## src/rtl/uart_receive.sv

```systemverilog
// uart_receive: oversampled UART receiver with 2-flop synchronizer and break detection.
// Optional even parity check enabled by defining UART_RECEIVE_PARITY_EN.
module uart_receive #(
    parameter int D_WIDTH      = 4,
    parameter int CLKS_PER_BIT = 4
) (
    input  logic               clk,
    input  logic               rst,
    input  logic               rx,
    output logic [D_WIDTH-1:0] rx_data,
    output logic               rx_valid,
    output logic               rx_busy,
    output logic               rx_frame_err,
    output logic               rx_parity_err
);
    localparam logic [7:0] HALF      = 8'(CLKS_PER_BIT / 2);
    localparam logic [7:0] LAST      = 8'(CLKS_PER_BIT - 1);
    localparam logic [4:0] BITS_LAST = 5'(D_WIDTH - 1);

    typedef enum logic [2:0] {
        IDLE, START, DATA,
`ifdef UART_RECEIVE_PARITY_EN
        PARITY,
`endif
        STOP, BREAK
    } state_t;

    state_t             r_state;
    logic               r_sync1, r_sync2;
    logic [7:0]         r_cnt;
    logic [4:0]         r_bit;
    logic [D_WIDTH-1:0] r_shift, r_data;
    logic               r_valid, r_ferr;
    logic               w_tick;
`ifdef UART_RECEIVE_PARITY_EN
    logic               r_par_bad, r_perr;
`endif

    assign w_tick       = r_cnt == LAST;
    assign rx_data      = r_data;
    assign rx_valid     = r_valid;
    assign rx_frame_err = r_ferr;
    assign rx_busy      = r_state != IDLE;
`ifdef UART_RECEIVE_PARITY_EN
    assign rx_parity_err = r_perr;
`else
    assign rx_parity_err = 1'b0;
`endif

    always_ff @(posedge clk or negedge rst) begin
        if (!rst) begin
            r_state <= IDLE;
            r_sync1 <= 1'b1;
            r_sync2 <= 1'b1;
            r_cnt   <= '0;
            r_bit   <= '0;
            r_shift <= '0;
            r_data  <= '0;
            r_valid <= 1'b0;
            r_ferr  <= 1'b0;
`ifdef UART_RECEIVE_PARITY_EN
            r_par_bad <= 1'b0;
            r_perr    <= 1'b0;
`endif
        end else begin
            r_sync1 <= rx;
            r_sync2 <= r_sync1;
            r_valid <= 1'b0;
            r_ferr  <= 1'b0;
`ifdef UART_RECEIVE_PARITY_EN
            r_perr  <= 1'b0;
`endif
            case (r_state)
                IDLE: if (!r_sync2) begin
                    r_state <= START;
                    r_cnt   <= '0;
                    r_bit   <= '0;
                end
                START: if (r_cnt == HALF) begin
                    r_cnt   <= '0;
                    r_state <= r_sync2 ? IDLE : DATA;
                end else r_cnt <= r_cnt + 8'd1;
                DATA: if (w_tick) begin
                    r_cnt   <= '0;
                    r_shift <= D_WIDTH'({r_sync2, r_shift} >> 1);
                    r_bit   <= r_bit + 5'd1;
`ifdef UART_RECEIVE_PARITY_EN
                    if (r_bit == BITS_LAST) r_state <= PARITY;
`else
                    if (r_bit == BITS_LAST) r_state <= STOP;
`endif
                end else r_cnt <= r_cnt + 8'd1;
`ifdef UART_RECEIVE_PARITY_EN
                PARITY: if (w_tick) begin
                    r_cnt     <= '0;
                    r_par_bad <= ^{r_sync2, r_shift};
                    r_state   <= STOP;
                end else r_cnt <= r_cnt + 8'd1;
`endif
                STOP: if (w_tick) begin
                    r_cnt <= '0;
                    if (r_sync2) begin
                        r_state <= IDLE;
`ifdef UART_RECEIVE_PARITY_EN
                        if (r_par_bad) r_perr <= 1'b1;
                        else begin
                            r_data  <= r_shift;
                            r_valid <= 1'b1;
                        end
`else
                        r_data  <= r_shift;
                        r_valid <= 1'b1;
`endif
                    end else begin
                        r_ferr  <= 1'b1;
                        r_state <= BREAK;
                    end
                end else r_cnt <= r_cnt + 8'd1;
                BREAK: if (r_sync2) r_state <= IDLE;
                default: r_state <= IDLE;
            endcase
        end
    end
endmodule
```

## config.mk

```make
export PLATFORM = sky130hd
export DESIGN_NAME = uart_receive
export DESIGN_NICKNAME = d
export VERILOG_FILES = /design/src/rtl/uart_receive.sv
export SDC_FILE = /design/constraint.sdc
export NUM_CORES = 1
export LEC_CHECK = 0
export ABC_AREA = 1
export BUFFER_PORTS_ARGS = -buffer_cell sky130_fd_sc_hd__buf_2
export CAP_MARGIN = 20
export CORE_MARGIN = 2
export CORE_UTILIZATION = 55
export DETAILED_ROUTE_END_ITERATION = 10
export GPL_TIMING_DRIVEN = 0
export PLACE_DENSITY = 0.74
export REMOVE_ABC_BUFFERS = 1
export SLEW_MARGIN = 20
export SYNTH_ARGS = -nofsm -noshare
export SYNTH_HDL_FRONTEND = slang
export SYNTH_SLANG_ARGS = --single-unit
```

## constraint.sdc

```tcl
create_clock -name clk -period 2.25 [get_ports clk]
set_input_delay 0.3375 -clock clk [delete_from_list [all_inputs] [get_ports clk]]
set_output_delay 0.3375 -clock clk [all_outputs]
set_load 0.02 [all_outputs]
```

# After elaboration in Yosys (flattened, before gate mapping)

Index checks and enable logic that the tools add are counted.

Output and inout port bits: 8
Register bits: 28
Logic and storage cells: 56
Bits of input ports: 3

Mux-type cells: 22
Reduce and logical (&&, ||, !) cells: 10
$add $sub $neg: 2
Equal/unequal tests: 13

Operators with widths:

| kind                  | number |
|---|---|
| $mux W8               | 3 |
| $pmux W8 S3           | 1 |
| $mux W3               | 7 |
| $eq A8 B2 Y1 const B  | 2 |
| $pmux W3 S5           | 1 |
| $ne A2 B2 Y1 const B  | 6 |
| $mux W5               | 2 |
| $pmux W5 S2           | 1 |
| $add A8 B1 Y8 const B | 1 |
| $eq A3 B2 Y1 const B  | 2 |
| $mux W1               | 6 |
| $reduce_and A3 Y1     | 2 |
| $reduce_and A6 Y1     | 1 |
| $reduce_bool A3 Y1    | 2 |
| $add A5 B1 Y5 const B | 1 |
| $eq A5 B2 Y1 const B  | 1 |
| $reduce_and A2 Y1     | 2 |
| $eq A3 B1 Y1 const B  | 1 |
| $eq A3 B3 Y1 const B  | 1 |
| $logic_not A3 Y1      | 1 |
| $mux W2               | 1 |
| $reduce_bool A2 Y1    | 1 |
| $reduce_or A2 Y1      | 1 |

# Depth between registers and ports, before layout

Depth in word-level cells: 4
Mapped depth: 8
Depth with buffers taken out: 8

# Worst setup path before layout

Ideal clock, no wire load.

Path kind: reg2reg
From: reg r_cnt[5]
To: reg r_cnt[7]
Buffers on the path: 0
Slack: 0.983 ns
Arrival time: 1.147 ns
Setup time: 0.120 ns
Cell stages (with the launch flop): 7
Data required time: 2.130 ns
Clock period less this slack: 1.267 ns
Path through: dfrtp_1 > nor2_1 > nand2_1 > o21ai_2 > nand2_2 > o21ai_1 > nand2_1

Word-level cells in the longest chain between the ends: 3
Elaborated cells on any way between the ends: 6
Classes of those cells: add/sub: 1; eq/ne: 2; mux: 3

Ends and longest elaborated chain:

| what                                  | line        | RTL |
|---|---|---|
| start, declared                       | 30          | `logic [7:0] r_cnt;` |
| start signal, assigned                | 82          | `end else r_cnt <= r_cnt + 8'd1;` |
| start signal, assigned                | 92          | `end else r_cnt <= r_cnt + 8'd1;` |
| start signal, assigned                | 118         | `end else r_cnt <= r_cnt + 8'd1;` |
| $add A8 B1 Y8 (tied with other cells) | 82, 92, 118 |  |
| $mux W8, on equally long branches     | 83, 100, 79 |  |
| $pmux W8 S3 (*)                       | 73          | `case (r_state)` |

Every way passes the cells marked *; elsewhere a longest branch is shown, timed or not.
A chain may end at the register's enable or synchronous reset.

# Final worst setup path

From: reg r_state[0]
To: out rx_busy

Word-level cells in the longest chain between the ends: 1

Ends and longest elaborated chain:

| what                   | line | RTL |
|---|---|---|
| start, declared        | 28   | `state_t r_state;` |
| start signal, assigned | 81   | `r_state <= r_sync2 ? IDLE : DATA;` |
| $reduce_bool A3 Y1     | 43   | `assign rx_busy = r_state != IDLE;` |
| end, declared          | 12   | `output logic rx_busy,` |

Every way passes these cells.

==> flow_metrics.py <==
metrics = {
    "grt": {
        "via_count_of_the_first_global_routing_pass": 1048,
        "global_route.usage.total_pct": 18.1,
        "grt_start_max_net_pins": 29,
        "grt_first_pass_wirelength_mm": 4.55,
        "grt_antenna_before_repair": 0,
        "leftover_overflow_at_the_end_of_global_routing": 0,
    },
    "logic_synthesis": {
        "async_set_or_reset_register_ratio_after_synthesis_pct": 100,
        "postSynth.topFlopCell": "dfrtp_1",
        "synth_cell_types": 31,
        "synthesis.yosys.warnings": 0,
        "main_combinational_cell_family_by_area_after_synthesis": "simple AND/OR/NAND/NOR gates",
        "yosys-mux-area-fraction_pct": 0,
        "synth-seq-cells": 28,
        "synthSimpleGateAreaFrac_pct": 31.7,
        "synth_adder_area_share_pct": 2.49,
        "seq_area_frac_synth_pct": 46.6,
        "syn_inst": 173,
        "synth_xor_area_share_pct": 2.32,
        "average_cell_area_after_synthesis_sq_um": 8.72,
        "synth_edf_count": 0,
        "synthesis.area_sq_um": 1510,
        "compound_cell_area_share_of_the_yosys_netlist_pct": 10.4,
    },
    "setup_path": {
        "timing.critical_path.to_type": "output pin",
        "critPathMaxFanout": 6,
        "cp.required_ps": 1910,
        "critPathArrivalTime_ps": 1300,
        "worst-setup-path-type": "reg2out",
        "setup.worst_path.start_class": "flop",
    },
    "floorplanning": {
        "floorplan.io_pins": 11,
        "initial_utilization_pct": 59.3,
        "die-height_um": 56.4,
        "core_area_sq_um": 2540,
        "die-area_sq_um": 3180,
        "die_w_um": 56.4,
        "placement_rows": 18,
    },
    "sta": {
        "worst_clock_skew_ps": 2.34,
        "period_minus_slack_ps": 1630,
        "timing.slew.headroom_pct": 59.7,
        "rsz0062_at_grt": "false",
        "setup_violations": 0,
        "timing_max_transition_violations_final": 0,
        "final_min_period_over_clock_period_pct": 72.6,
        "final.hold.worst_slack_ps": -9.09,
        "final_hold_viol_count": 26,
        "transition_at_the_pin_with_the_smallest_max_transition_slack_ps": 605,
        "fmaxAchievable_mhz": 613,
        "setup-tns-final_ps": 0,
    },
    "flow_run": {
        "drv.max_cap_violation_count": 0,
    },
    "drt": {
        "vias_per_cell": 5.37,
        "detail_route.wirelength_mm": 2.64,
        "drc": 0,
        "drt_iter0_drc": 25,
        "avgRoutedWirePerCell_um": 12.3,
        "detailroute.via_count": 1155,
        "detail-route-antenna-nets": 0,
        "firstDrtPassIters": 4,
    },
    "status": {
        "status": "complete, but fails checks",
        "violations": "hold timing",
    },
    "clock_network": {
        "clkSinkCount": 28,
        "tritoncts": "built",
        "clk_path_buf_depth": 2,
        "cts-htree-levels": 1,
        "cts_buffers": 3,
        "post_cts_buffers": 0,
        "clk_pin_slew_ps": 150,
        "cts_resized": 0,
        "clk-insertion-delay-late_ps": 330,
        "clock_tree.root_cell": "clkbuf_4",
        "cts.hold.buffers_added": 0,
    },
    "power": {
        "power.density_nw_per_um2": 930,
        "irDropWorstVdd_uv": 565,
        "total_leakage_power_nw": 0.807,
        "power.total_w": 0.00151,
    },
    "final_layout": {
        "multi_input_area_sq_um": 711,
        "fill_cells": 210,
        "post_route_cells_drive_above_1_share_pct": 21.1,
        "layout_common_cells": "nand2_1, dfrtp_1, inv_1, nor2_1, nand3_1",
        "nNetsFinal": 192,
        "layout.cells.most_common": "nand2_1",
        "layout.cell_area.non_filler_sq_um": 1620,
        "non_filler_instance_count_after_layout": 215,
        "areaGrowthSynthToFinish_pct": 7.38,
        "insertedDiodeCount": 0,
        "final_core_utilization_pct": 63.7,
        "layout.area.seq_sq_um": 703,
    },
    "placement": {
        "detailedPlacementHpwl_mm": 1.99,
        "port_buffers": 9,
        "globalplace.congestion": 0.865,
        "instance_area_after_placement_sq_um": 1580,
        "dpl.cell_count": 211,
    },
    "hold_path": {
        "holdCritPathClass": "in2async",
    },
}
==> sequential cells by signal (all words and copies together) (netlist names) <==
register and count:
r_cnt 8, r_bit 5, r_shift 4, rx_data 4
r_state 3, r_sync1 1, r_sync2 1, rx_frame_err 1
rx_valid 1
==> cells in the mapped netlist, types with 2 or more instances <==
library cell	number	area share (%)
o21ai_0	4	1.3
dfrtp_1	26	43
dfstp_2	2	3.5
o211ai_1	4	2.0
nand2_8	2	2.7
ha_1	3	2.5
nand2_2	2	0.83
inv_2	3	0.75
nand4_1	3	1.2
nand2_1	46	11
nor2_1	12	3.0
nand3_2	3	2.0
o21ai_1	9	3.0
o21ai_2	5	2.9
nand3_1	11	3.6
nor2_2	2	0.83
a21oi_1	2	0.66
nor3_1	2	0.66
xor2_1	3	1.7
inv_1	18	4.5
==> logic make-up (layout without fill, tap and decap cells) <==
| family | Yosys count | after routing |
|---|---|---|
| flops | 28 | 28 |
| simple gates | 89 | 89 |
| other cells | 1 | 1 |
| fa+ha+maj | 3 | 3 |
| xor+xnor | 4 | 4 |
| compound gates | 25 | 25 |
| buf+inv | 23 | 35 |
==> power by group <==
part | switching, W | internal (W) | leakage (nW) | total [W]
Sequential | 0.0000791 | 0.000579 | 0.377 | 0.000658
Clock | 0.000147 | 0.0000992 | 0.0210 | 0.000246
Combinational | 0.000414 | 0.000189 | 0.409 | 0.000603
==> final cells by class <==
class                   instances  area share [%]
multi-input cells             122            43.9
flip-flops and latches         28            43.4
inverters                      22            5.41
repair buffers                  9            2.78
well taps                      30            2.32
clock buffers                   4            2.24
==> path summary, 6_finish.rpt <==
kind | from | to | slack [ps] | cells past startpoint
max | r_state[0] | rx_busy | 620 | 3
max reg2reg | r_cnt[5] | r_cnt[7] | 780 | 6
max in group asynchronous | rst | r_bit[3] | 1870 | 1
min reg2reg | r_sync1 | r_sync2 | 370 | 0
min | rst | r_cnt[5] | -9 | 1
min in group clk | rx | r_sync1 | 80 | 1
==> stage by stage <==
stage,setup slack (ps),hold slack (ps)
global placement,837,346
finish,617,-9.09
floorplan,983,41.9
detailed placement,813,349
CTS,611,6.52
global route,540,52.7
==> critical path, cell delays in order, from the launching register on <==
cell	delay, ps
dfrtp_1	480
nor2_1	230
nand2_1	90
buf_2	170
==> per-layer routing <==
layer / wire length (um) / global-route usage, % / vias to the layer above
met5: 0 / 0 / -
met4: 35 / 6.80 / 0
met3: 71 / 2.30 / 4
met2: 1290 / 30.6 / 22
met1: 1240 / 23.7 / 549
li1: - / - / 580
Power figures use the tool's default switching activity.
